--- src/rtl/palette_pkg.sv ---
// Shared types and constants for the NES palette download path.
package palette_pkg;

  localparam int unsigned PAL_ENTRIES         = 64;
  localparam int unsigned PAL_BYTES_PER_ENTRY = 3;

  typedef struct packed {
    logic [5:0]  idx;
    logic [23:0] rgb;
  } pal_entry_t;

  typedef enum logic [1:0] {
    IDLE,
    LOAD,
    DRAIN
  } pal_ld_state_t;

endpackage

--- src/rtl/pal_fifo.sv ---
// Synchronous FIFO of palette entries with flush; a push into a full FIFO
// is taken only when a pop frees a slot in the same cycle.
module pal_fifo
  import palette_pkg::*;
#(
  parameter int unsigned DEPTH = 4,
  localparam int unsigned CW = $clog2(DEPTH) + 1
) (
  input  logic          clk,
  input  logic          reset,
  input  logic          flush,
  input  logic          push,
  input  pal_entry_t    push_data,
  input  logic          pop,
  output pal_entry_t    pop_data,
  output logic [CW-1:0] count
);

  localparam int unsigned AW = $clog2(DEPTH);

  pal_entry_t    mem [DEPTH];
  logic [AW-1:0] wr_ptr;
  logic [AW-1:0] rd_ptr;
  logic          do_push;
  logic          do_pop;

  assign do_pop   = pop && (count != '0);
  assign do_push  = push && ((count != CW'(DEPTH)) || do_pop);
  assign pop_data = mem[rd_ptr];

  always_ff @(posedge clk or posedge reset) begin
    if (reset) begin
      wr_ptr <= '0;
      rd_ptr <= '0;
      count  <= '0;
    end else if (flush) begin
      wr_ptr <= '0;
      rd_ptr <= '0;
      count  <= '0;
    end else begin
      if (do_push) wr_ptr <= wr_ptr + AW'(1);
      if (do_pop)  rd_ptr <= rd_ptr + AW'(1);
      count <= count + CW'(do_push) - CW'(do_pop);
    end
  end

  // Storage needs no reset: count gates every read.
  always_ff @(posedge clk) begin
    if (do_push && !flush) mem[wr_ptr] <= push_data;
  end

endmodule

--- src/rtl/palette_loader.sv ---
// Assembles downloaded R/G/B bytes into palette entries and writes them to
// the video palette RAM only while the display is blanked.
module palette_loader
  import palette_pkg::*;
#(
  parameter int unsigned FIFO_DEPTH = 4,
  parameter int unsigned ENTRIES    = PAL_ENTRIES
) (
  input  logic        clk,
  input  logic        reset,
  input  logic        dl_active,
  input  logic        dl_wr,
  input  logic [7:0]  dl_addr,
  input  logic [7:0]  dl_data,
  input  logic        blank,
  output logic        dl_wait,
  output logic        load_color,
  output logic [5:0]  load_color_index,
  output logic [23:0] load_color_data,
  output logic        busy,
  output logic        done,
  output logic        overflow
);

  localparam int unsigned CW = $clog2(FIFO_DEPTH) + 1;
  localparam int unsigned IW = $clog2(ENTRIES) + 1;
  localparam logic [1:0]  LAST_COMP = 2'(PAL_BYTES_PER_ENTRY - 1);

  pal_ld_state_t state, next_state;
  logic          active_q, dl_rise;
  logic          start, drain_done;
  logic [1:0]    comp, comp_eff;
  logic [IW-1:0] idx, idx_eff;
  logic [7:0]    r_q, g_q;
  logic          accept, restart, take;
  pal_entry_t    entry_q, fifo_head;
  logic          push_q, pop, drop;
  logic [CW-1:0] fifo_count;

  assign dl_rise = dl_active && !active_q;
  assign dl_wait = (fifo_count == CW'(FIFO_DEPTH));

  always_ff @(posedge clk or posedge reset) begin
    if (reset) state <= IDLE;
    else       state <= next_state;
  end

  always_comb begin
    next_state = state;
    case (state)
      IDLE:  if (dl_rise) next_state = LOAD;
      LOAD:  if (!dl_active) next_state = DRAIN;
      DRAIN: begin
        if (dl_rise) next_state = LOAD;
        else if ((fifo_count == '0) && !push_q) next_state = IDLE;
      end
      default: next_state = IDLE;
    endcase
  end

  // A rise in DRAIN abandons the pending entries without a done pulse.
  always_comb begin
    start      = 1'b0;
    drain_done = 1'b0;
    case (state)
      IDLE:  start = dl_rise;
      DRAIN: begin
        start      = dl_rise;
        drain_done = !dl_rise && (fifo_count == '0) && !push_q;
      end
      default: ;
    endcase
  end

  assign accept   = dl_wr && dl_active && ((state == LOAD) || start);
  assign restart  = start || (dl_addr == 8'd0);
  assign comp_eff = restart ? 2'd0 : comp;
  assign idx_eff  = restart ? '0 : idx;
  assign take     = accept && (idx_eff < IW'(ENTRIES));

  always_ff @(posedge clk or posedge reset) begin
    if (reset) begin
      active_q <= 1'b0;
      comp     <= '0;
      idx      <= '0;
      r_q      <= '0;
      g_q      <= '0;
      entry_q  <= '0;
      push_q   <= 1'b0;
    end else begin
      active_q <= dl_active;
      push_q   <= 1'b0;
      if (take) begin
        case (comp_eff)
          2'd0: r_q <= dl_data;
          2'd1: g_q <= dl_data;
          default: begin
            entry_q.idx <= 6'(idx_eff);
            entry_q.rgb <= {r_q, g_q, dl_data};
            push_q      <= 1'b1;
          end
        endcase
        comp <= (comp_eff == LAST_COMP) ? 2'd0 : comp_eff + 2'd1;
        idx  <= (comp_eff == LAST_COMP) ? idx_eff + IW'(1) : idx_eff;
      end else if (start) begin
        comp <= '0;
        idx  <= '0;
      end
    end
  end

  assign pop  = (fifo_count != '0) && blank && !start;
  assign drop = push_q && (fifo_count == CW'(FIFO_DEPTH)) && !pop;

  pal_fifo #(.DEPTH(FIFO_DEPTH)) u_fifo (
    .clk       (clk),
    .reset     (reset),
    .flush     (start),
    .push      (push_q),
    .push_data (entry_q),
    .pop       (pop),
    .pop_data  (fifo_head),
    .count     (fifo_count)
  );

  // Palette RAM port and status; index/data hold after the strobe drops.
  always_ff @(posedge clk or posedge reset) begin
    if (reset) begin
      load_color       <= 1'b0;
      load_color_index <= '0;
      load_color_data  <= '0;
      busy             <= 1'b0;
      done             <= 1'b0;
      overflow         <= 1'b0;
    end else begin
      load_color <= pop;
      if (pop) begin
        load_color_index <= fifo_head.idx;
        load_color_data  <= fifo_head.rgb;
      end
      busy <= (next_state != IDLE);
      done <= drain_done;
      if (start)     overflow <= 1'b0;
      else if (drop) overflow <= 1'b1;
    end
  end

endmodule
--- config.mk ---
export PLATFORM = sky130hd
export DESIGN_NAME = palette_loader
export DESIGN_NICKNAME = d
export VERILOG_FILES = /design/src/rtl/palette_pkg.sv /design/src/rtl/pal_fifo.sv /design/src/rtl/palette_loader.sv
export SDC_FILE = /design/constraint.sdc
export NUM_CORES = 1
export LEC_CHECK = 0
export CAP_MARGIN = 0
export CORE_AREA = 8 8 141 143
export CTS_CLUSTER_SIZE = 30
export DETAILED_ROUTE_END_ITERATION = 8
export DIE_AREA = 0 0 149 151
export GPL_TIMING_DRIVEN = 0
export MAX_ROUTING_LAYER = met4
export PLACE_DENSITY = 0.65
export SLEW_MARGIN = 30
export SYNTH_ARGS = -nofsm -noshare
export SYNTH_HDL_FRONTEND = slang
export SYNTH_HIERARCHICAL = 1
export SYNTH_SLANG_ARGS = --single-unit
--- constraint.sdc ---
create_clock -name clk -period 4.7 [get_ports clk]
set_input_delay 0.47 -clock clk [delete_from_list [all_inputs] [get_ports clk]]
set_output_delay 0.47 -clock clk [all_outputs]
set_load 0.1 [all_outputs]
======== Word-level counts from Yosys, hierarchy flattened ========
Memory sizes are Yosys's and may differ from the RTL's. A register that Yosys moved wholly into a read port is not among the register bits.
Cells that the tools add are included.
word-level totals
  memories ................................ 1
  logic and storage cells ................. 94
  flip-flop bits (word level) ............. 70
  input port bits ......................... 21
  RAM bits ................................ 120
operators by class
  order comparisons ....................... 1
  bitwise gates (word level) .............. 1
  eq/ne operators ......................... 6
  reductions and logical operators ........ 37
  $add $sub $neg .......................... 6
  mux-type cells .......................... 26
memory list
  name        words  bits a word  read ports  clocked after Yosys merged registers in  wr ports  line            text
  u_fifo.mem  4      30           1           1                                        1         pal_fifo.sv:21  pal_entry_t mem [DEPTH];
operators with widths
  cell                 number
  $mux 7               4
  $mux 2               12
  $logic_and 1x1->1    14
  $reduce_bool 2->1    5
  $logic_not 8->1      1
  $mux 1               8
  $add 7x1->7 const B  1
  $lt 7x7->1 const B   1
  $add 2x1->2 const B  3
  $pmux 2 s3           1
  $reduce_and 2->1     3
  $logic_not 1->1      5
  $eq 2x1->1 const B   2
  $eq 2x2->1 const B   2
  $logic_not 2->1      2
  $reduce_or 2->1      2
  $add 3x1->3          1
  $eq 3x3->1 const B   1
  $logic_not 3->1      1
  $logic_or 1x1->1     3
  $mux 3               1
  $ne 3x3->1 const B   1
  $reduce_bool 3->1    1
  $sub 3x1->3          1
  $not 1->1            1

======== Longest topological paths before layout ========
Gate-level depths: netlist (run 1).
  depth in word-level cells ............... 11
  depth in mapped cells ................... 12
  mapped depth without buffers ............ 11

======== Modules after synthesis ========
The synthesis (run 1) kept the hierarchy.
by module, submodules not included
  module          times used  area an instance (sq um)  cells each
  pal_fifo        1           4777.1                    202
  palette_loader  1           3928.8                    263

======== Worst setup path before layout (run 1) ========
No wires, ideal clock.
  path kind ............................... input-to-reg
  start point ............................. in dl_active
  end point ............................... mem u_fifo/mem[2][0] (netlist bit) (enable)
  stages .................................. 5
  library setup time ...................... 461 ps
  arrival time ............................ 3677 ps
  path buffers ............................ 1
  setup slack ............................. 562 ps
  cell sequence ........................... nor3b_4 > nor3_1 > buf_2 > o41ai_1 > nor3b_1
between the ends
  cells in the longest elaborated chain, start to end .. 10
RTL lines
  element                       line                   text
  start, declared               palette_loader.sv:11   input logic dl_active,
  $logic_and 1x1->1             palette_loader.sv:40   assign dl_rise = dl_active && !active_q;
  $mux 1                        palette_loader.sv:65   case (state)
  $logic_not 1->1               palette_loader.sv:112  assign pop = (fifo_count != '0) && blank && !start;
  $logic_and 1x1->1             palette_loader.sv:112
  net pop                       palette_loader.sv:37   logic push_q, pop, drop;
  $logic_and 1x1->1             pal_fifo.sv:27         assign do_pop = pop && (count != '0);
  $logic_or 1x1->1              pal_fifo.sv:28         assign do_push = push && ((count != CW'(DEPTH)) || do_pop);
  $logic_and 1x1->1             pal_fifo.sv:28
  $logic_and 1x1->1             pal_fifo.sv:49         if (do_push && !flush) mem[wr_ptr] <= push_data;
  $mux 1                        pal_fifo.sv:49
  $mux 1 (not written as such)  pal_fifo.sv:49
  end, declared                 pal_fifo.sv:21
The timed path passes the listed nets, and every way through them passes these cells.

======== Worst setup path after layout (run 1) ========
  start point ............................. in dl_active
  end point ............................... mem u_fifo/mem[3][12] (netlist bit) (enable)
between the ends
  cells in the longest elaborated chain, start to end .. 10
RTL lines
  element                       line                   text
  $logic_and 1x1->1             palette_loader.sv:40
  $mux 1                        palette_loader.sv:65
  net start                     palette_loader.sv:31   logic start, drain_done;
  $logic_not 1->1               palette_loader.sv:112
  $logic_and 1x1->1             palette_loader.sv:112
  net pop                       palette_loader.sv:37
  $logic_and 1x1->1             pal_fifo.sv:27
  $logic_or 1x1->1              pal_fifo.sv:28
  $logic_and 1x1->1             pal_fifo.sv:28
  $logic_and 1x1->1             pal_fifo.sv:49
  $mux 1                        pal_fifo.sv:49
  $mux 1 (not written as such)  pal_fifo.sv:49
The timed path passes the listed nets, and every way through them passes these cells.

==> key figures, run 1 <==
Final layout
  • Most frequent cells in the layout: edfxtp_1, dfrtp_1, clkdlybuf4s50_1, mux2_2, mux4_2
  • # nets final: 594
  • Filler cells: 1,322
  • Fin area: 10,400 sq um
  • Ant diodes: 0
  • Layout area overhead: 19.9%
  • Finished Layout Cells: 812
  • Most common cell after layout, fill and taps aside: edfxtp_1
  • Proportion of layout cells with a drive suffix above 1: 0.312

Floorplanning
  • Die W: 149 microns
  • Die area: 22,500 sq um
  • FP Rows: 49
  • Ports: 56
  • Initial Utilization: 0.493
  • Die Y: 151 microns
  • Core area: 17,700 sq um

Run status
  • Outcome: finished clean

Worst setup path
  • Crit Path Max Fanout: 14
  • Arrival time at the worst endpoint: 3.73 ns
  • Critical path startpoint category: input port
  • Crit Path Category: in2reg
  • Critical R2R Launch: state[0]
  • R2R Setup Slk: 1.37 ns
  • FF-to-FF path depth: 8
  • CP Capture Type: register
  • FF-to-FF End: u_fifo/mem[3][12]
  • Critical Path RT: 4.89 ns

Timing
  • RSZ-0062 raised after global routing: no
  • Final Hold Slack: 0.352 ns
  • Final Max Tran Viols: 0
  • Worst-Margin Slew: 1.00 ns
  • Min Tclk post-route: 3.54 ns
  • Fin Clk Skew: 0.0240 ns
  • Tcrit/Tclk final: 0.753
  • Slew margin rel.: 0.328
  • Final hold violation count: 0
  • Setup TNS: 0 ns
  • Finish-stage setup viols: 0
  • Fmax: 0.282 GHz

Job
  • Max cap viols: 0

Yosys
  • Dominant synthesized flop cell: edfxtp_1
  • Syn_area_per_cell: 18.7 sq um
  • Netlist cell types: 56
  • Cells after synthesis: 465
  • Yosys warns: 6
  • Syn nets: 493
  • Mapped cell area: 8710 sq um
  • Post-synth EDFFs: 120
  • Seq cells post-synth: 220
  • Register area share after synthesis: 0.701
  • Post-synth ARST share: 0.455

Global route
  • GR Overflow Total: 0
  • Global-route wire length before repair: 26.0 mm
  • Largest net degree at the start of global routing: 53
  • GRT Util Overall: 0.153
  • Vias in the first global route: 4,699
  • Initial antenna violation count: 0

Place
  • Cells after DPL: 770
  • Gpl congestion: 0.856
  • Port Buffers: 55
  • Placed instance area: 9750 sq um
  • DP HPWL: 11.2 mm

Detailed routing
  • Post-route DRC: 0
  • Vias per inst: 5.46
  • Post-route ant nets: 0
  • Via count: 4,430
  • DRT Pass-1 Iters: 4
  • Final WL: 16.4 mm
  • DR WL/cell: 20.2 microns
  • DRT iter0 DRCs: 291

Power
  • Net load switching power: 2.58 mW
  • Pleak: 4.02 nW
  • Gate power share: 0.358
  • Pwr per Cell Area: 664 nW/um^2
  • Worst VDD drop: 0.623 mV
  • Sequential share of power: 0.408
  • Clk pwr share: 0.233
  • Total power: 6.94 mW
  • P_int: 4.35 mW
  • Switching Share: 0.373

CTS
  • CTS resizes: 0
  • Clk sinks: 220
  • Worst-case clock buffer depth: 3
  • Total CTS buffers: 23
  • Clock Latency Late Sink: 0.50 ns
  • Clock transition at the registers of the reported paths: 0.06 ns
  • Hold Buf Count CTS: 0
  • H-tree Lvls: 1
  • Setup Fix Bufs, Post-CTS: 0
  • CTS Root Cell: clkbuf_16
  • CTS tree: yes

Hold path
  • HP Class: in2async
[worst max path at each step]
| stage | start | end | slack, ns | cells past startpoint |
|---|---|---|---|---|
| 2_1_floorplan | dl_active | u_fifo/mem[2][0] | 0.56 | 5 |
| 3_3_place_gp | dl_active | u_fifo/mem[3][7] | -2.72 | 6 |
| 3_5_place_dp | dl_active | u_fifo/mem[3][11] | 0.48 | 9 |
| 4_1_cts | dl_active | u_fifo/mem[3][12] | 0.96 | 9 |
| 5_1_grt | dl_active | u_fifo/count[2] | 0.98 | 13 |
| 6_report | dl_active | u_fifo/mem[3][12] | 1.16 | 9 |
[critical path, cell delays in order]
cell and delay [ns]:
clkdlybuf4s50_1 0.55, nor3b_4 0.27, nor3_1 0.54, buf_2 0.50, o41ai_2 0.20, nor3b_2 0.54
buf_4 0.26, buf_4 0.19, buf_4 0.19
[power groups by stage]
stage | Sequential, mW | Clock [mW] | Combinational (mW)
floorplan | 3.79 | 0 | 0.952
global placement | 2.84 | 0 | 2.47
detailed placement | 2.87 | 0 | 2.52
CTS | 2.84 | 1.66 | 2.52
global route | 2.89 | 1.73 | 2.60
finish | 2.83 | 1.62 | 2.49
[flip-flops by register name (all words and copies together), names as in the netlist, 2 cells and up]
| name | cells |
|---|---|
| entry_q | 30 |
| g_q | 8 |
| u_fifo/rd_ptr | 2 |
| u_fifo/mem | 120 |
| u_fifo/count | 3 |
| r_q | 8 |
| state | 2 |
| load_color_data | 24 |
| idx | 7 |
| load_color_index | 6 |
| comp | 2 |
| u_fifo/wr_ptr | 2 |
[metal layers]
layer	routed length (microns)	up-vias	track usage	part of all wire
met4	225	0	0.0369	0.014
met1	6960	2305	0.194	0.42
met5	0	-	-	0
met2	8450	112	0.259	0.51
li1	-	1995	-	-
met3	791	18	0.0221	0.048
[metrics by stage]
step	utilization	worst slack, ns
global route	0.591	0.982
global placement	0.540	-2.72
finish	0.591	1.16
detailed placement	0.552	0.478
CTS	0.591	0.958
floorplan	-	0.562
[cell type report]
cell class | instances | area [sq um] | area share
clock inverters | 9 | 45.0 | 0.00431
repair buffers | 76 | 736 | 0.0705
clock buffers | 33 | 633 | 0.0606
plain buffers | 18 | 111 | 0.0107
flip-flops and latches | 220 | 6110 | 0.585
multi-input cells | 214 | 2470 | 0.236
inverters | 13 | 53.8 | 0.00515
well taps | 229 | 287 | 0.0274
[cell usage after synthesis (3+ instances only)]
cell      count  area share
a21oi_1       7      0.0040
a32oi_1       3      0.0030
and2_1        4      0.0029
buf_2         5      0.0029
buf_4         4      0.0034
buf_6         3      0.0039
clkbuf_1      4      0.0017
dfrtp_1     100        0.29
edfxtp_1    120        0.41
ha_1          6      0.0086
inv_1        13      0.0056
mux2_2       46       0.060
mux2_4       29       0.050
mux4_2       30       0.078
nand2_1       6      0.0026
nand3_1       4      0.0023
nor2_1       13      0.0056
nor3_1        5      0.0029
nor3b_1       6      0.0052
o21ai_0       8      0.0046
xor2_1        3      0.0030
[cells by family after synthesis]
family | Yosys count | synth area share
flip-flops | 220 | 0.701
multiplexers | 109 | 0.192
AND/OR/NAND/NOR | 63 | 0.0474
AO/OA/AOI/OAI | 32 | 0.0269
buffers and inverters | 31 | 0.0184
adder cells (fa/ha/maj) | 7 | 0.0109
XOR/XNOR | 3 | 0.00302
Note: power is estimated with default switching activity, not from simulation.
==> run 2: changes to the inputs <==
Settings changed: PLACE_DENSITY 0.65 to 0.67.
Clock period 4.7 ns to 2.9 ns, I/O delays scaled along.
==> run 2 against run 1 <==
Register-to-register slack got worse by 1.1 ns. Setup slack worse by 0.93 ns. Power is 66% higher. Global-route usage grew 0.47 points. Die area did not move. Non-clock buffer count down 6. Clock-buffer cell count is 2 lower. Wire length grew 0.60%. First-iteration DRC count up 4.8%. Cell area increased by 1.1%. Core utilization is 0.64 points higher. Highest routed layer unchanged.
==> key figures, run 2 (same netlist as run 1, synthesis figures left out) <==
Run status
  • Outcome: finished clean

Detailed routing
  • Via count: 4,358
  • DRT iter0 DRCs: 305
  • Post-route ant nets: 0
  • Final WL: 16.5 mm
  • DR WL/cell: 20.6 microns
  • Vias per inst: 5.42
  • Post-route DRC: 0
  • DRT Pass-1 Iters: 4

Timing
  • Final Max Tran Viols: 0
  • Fin Clk Skew: 0.0106 ns
  • Fmax: 0.374 GHz
  • Setup TNS: 0 ns
  • Worst-Margin Slew: 0.985 ns
  • Final hold violation count: 0
  • Min Tclk post-route: 2.67 ns
  • RSZ-0062 raised after global routing: no
  • Finish-stage setup viols: 0
  • Tcrit/Tclk final: 0.922
  • Final Hold Slack: 0.167 ns
  • Post-route setup slack: 0.226 ns
  • Slew margin rel.: 0.341

Floorplanning
  • FP Rows: 49
  • Initial Utilization: 0.493
  • Die area: 22,500 sq um
  • Die Y: 151 microns
  • Ports: 56
  • Core area: 17,700 sq um
  • Die W: 149 microns

Global route
  • Vias in the first global route: 4,681
  • Largest net degree at the start of global routing: 49
  • Global-route wire length before repair: 26.7 mm
  • Initial antenna violation count: 0
  • GRT Util Overall: 0.158
  • GR Overflow Total: 0

Worst setup path
  • Critical Path RT: 3.24 ns
  • Arrival time at the worst endpoint: 3.01 ns
  • Crit Path Category: reg2reg
  • CP Capture Type: register
  • Slowest CP cell: dfrtp_2
  • Critical path startpoint category: register
  • Critical-path cell list: nor3_1 > nor3_4 > buf_6 > o41a_1 > a21o_1 > ha_1 > inv_1 > fa_1 > xor2_1 > and2_1 > nor3_1
  • Max incr delay on CP: 0.49 ns
  • Crit path top cell by count: nor3_1
  • Crit Path Max Fanout: 14

Final layout
  • Max FFs per register: 120
  • Final Util: 0.598
  • Finished Layout Cells: 804
  • Most common cell after layout, fill and taps aside: edfxtp_1
  • Filler cells: 1,296
  • Layout area overhead: 21.2%
  • # nets final: 587
  • Most frequent cells in the layout: edfxtp_1, dfrtp_1, clkdlybuf4s50_1, mux2_2, mux4_2
  • Largest Register: u_fifo/mem
  • Top Registers: u_fifo/mem (120), entry_q (30), load_color_data (24)
  • Proportion of layout cells with a drive suffix above 1: 0.322
  • FF/Latch Area: 6110 sq um
  • Fin area: 10,600 sq um
  • Multi-input gate area: 2520 sq um
  • Ant diodes: 0

Place
  • DP HPWL: 10.9 mm
  • Gpl congestion: 0.853
  • Port Buffers: 55
  • Setup WS pre-CTS: -0.833 ns
  • Placed instance area: 9780 sq um
  • Cells after DPL: 762

Hold path
  • HP Class: in2async

CTS
  • Hold Buf Count CTS: 0
  • H-tree Lvls: 1
  • Worst-case clock buffer depth: 3
  • Total CTS buffers: 22
  • Clock Latency Late Sink: 0.49 ns
  • CTS tree: yes
  • Clock transition at the registers of the reported paths: 0.06 ns
  • CTS Root Cell: clkbuf_16
  • Clk sinks: 220

Power
  • Total power: 11.5 mW
  • Pwr per Cell Area: 1090 nW/um^2
  • Pleak: 4.05 nW
  • Worst VDD drop: 0.753 mV

Job
  • Max cap viols: 0
run 2: cell types whose count changed in the layout (fill, tap and decap cells not counted), moves of 2 or more:
cell and change:
buf_4 -16, buf_6 +9, clkinv_1 -4, clkinv_2 +4, nor3b_4 +4, clkbuf_1 -3
nor3b_2 -3, buf_8 +2, bufinv_16 +2, dfrtp_1 -2, dfrtp_2 +2
run 2: layout make-up:
cell class              count  area share
flip-flops and latches    220       0.579
multi-input cells         214       0.239
clock buffers              31      0.0602
well taps                 229      0.0272
repair buffers             70      0.0697
plain buffers              18      0.0111
clock inverters             9     0.00889
inverters                  13     0.00510
run 2: path summary, 6_finish.rpt:
kind,startpoint,endpoint,slack (ns),cells after the start
setup / recovery,u_fifo/count[1],u_fifo/count[2],0.23,11
hold / removal,reset,u_fifo/wr_ptr[1],0.17,2
setup reg to reg,u_fifo/count[1],u_fifo/count[2],0.23,11
hold reg to reg,load_color_index[2],load_color_index[2],0.49,1
max in group asynchronous,reset,load_color_data[14],2.07,3
min in group clk,dl_active,active_q,0.45,1
run 2: power breakdown:
part | internal [mW] | leakage [nW] | switching, mW
sequential | 4.09 | 2.34 | 0.518
clock | 1.70 | 0.364 | 1.13
combinational | 1.47 | 1.35 | 2.60
run 2: metal layers:
metal / GRT usage / part of all wire / vias up
li1: - / - / 1988
met1: 0.207 / 0.45 / 2255
met2: 0.255 / 0.50 / 97
met3: 0.0254 / 0.042 / 18
met4: 0.0414 / 0.015 / 0
met5: - / 0 / -
run 2: worst max-delay path: cells and delay by family (launching register included):
kind                       cells  cell delay, ns
AOI/OAI and AO/OA              2            0.62
xor gates and xnor gates       1            0.17
adders and majority gates      2            0.35
buffers and inverters          2            0.25
DFF                            1            0.49
and+or+nand+nor                4            0.63
run 2: timing repair:
action | 4_1_cts | 5_1_grt
resized for setup | 4 | 3
pin swaps | 1 | 1
setup buffers | 1 | 1
cloned | 0 | 0
endpoints found under the setup margin | 120 | 1
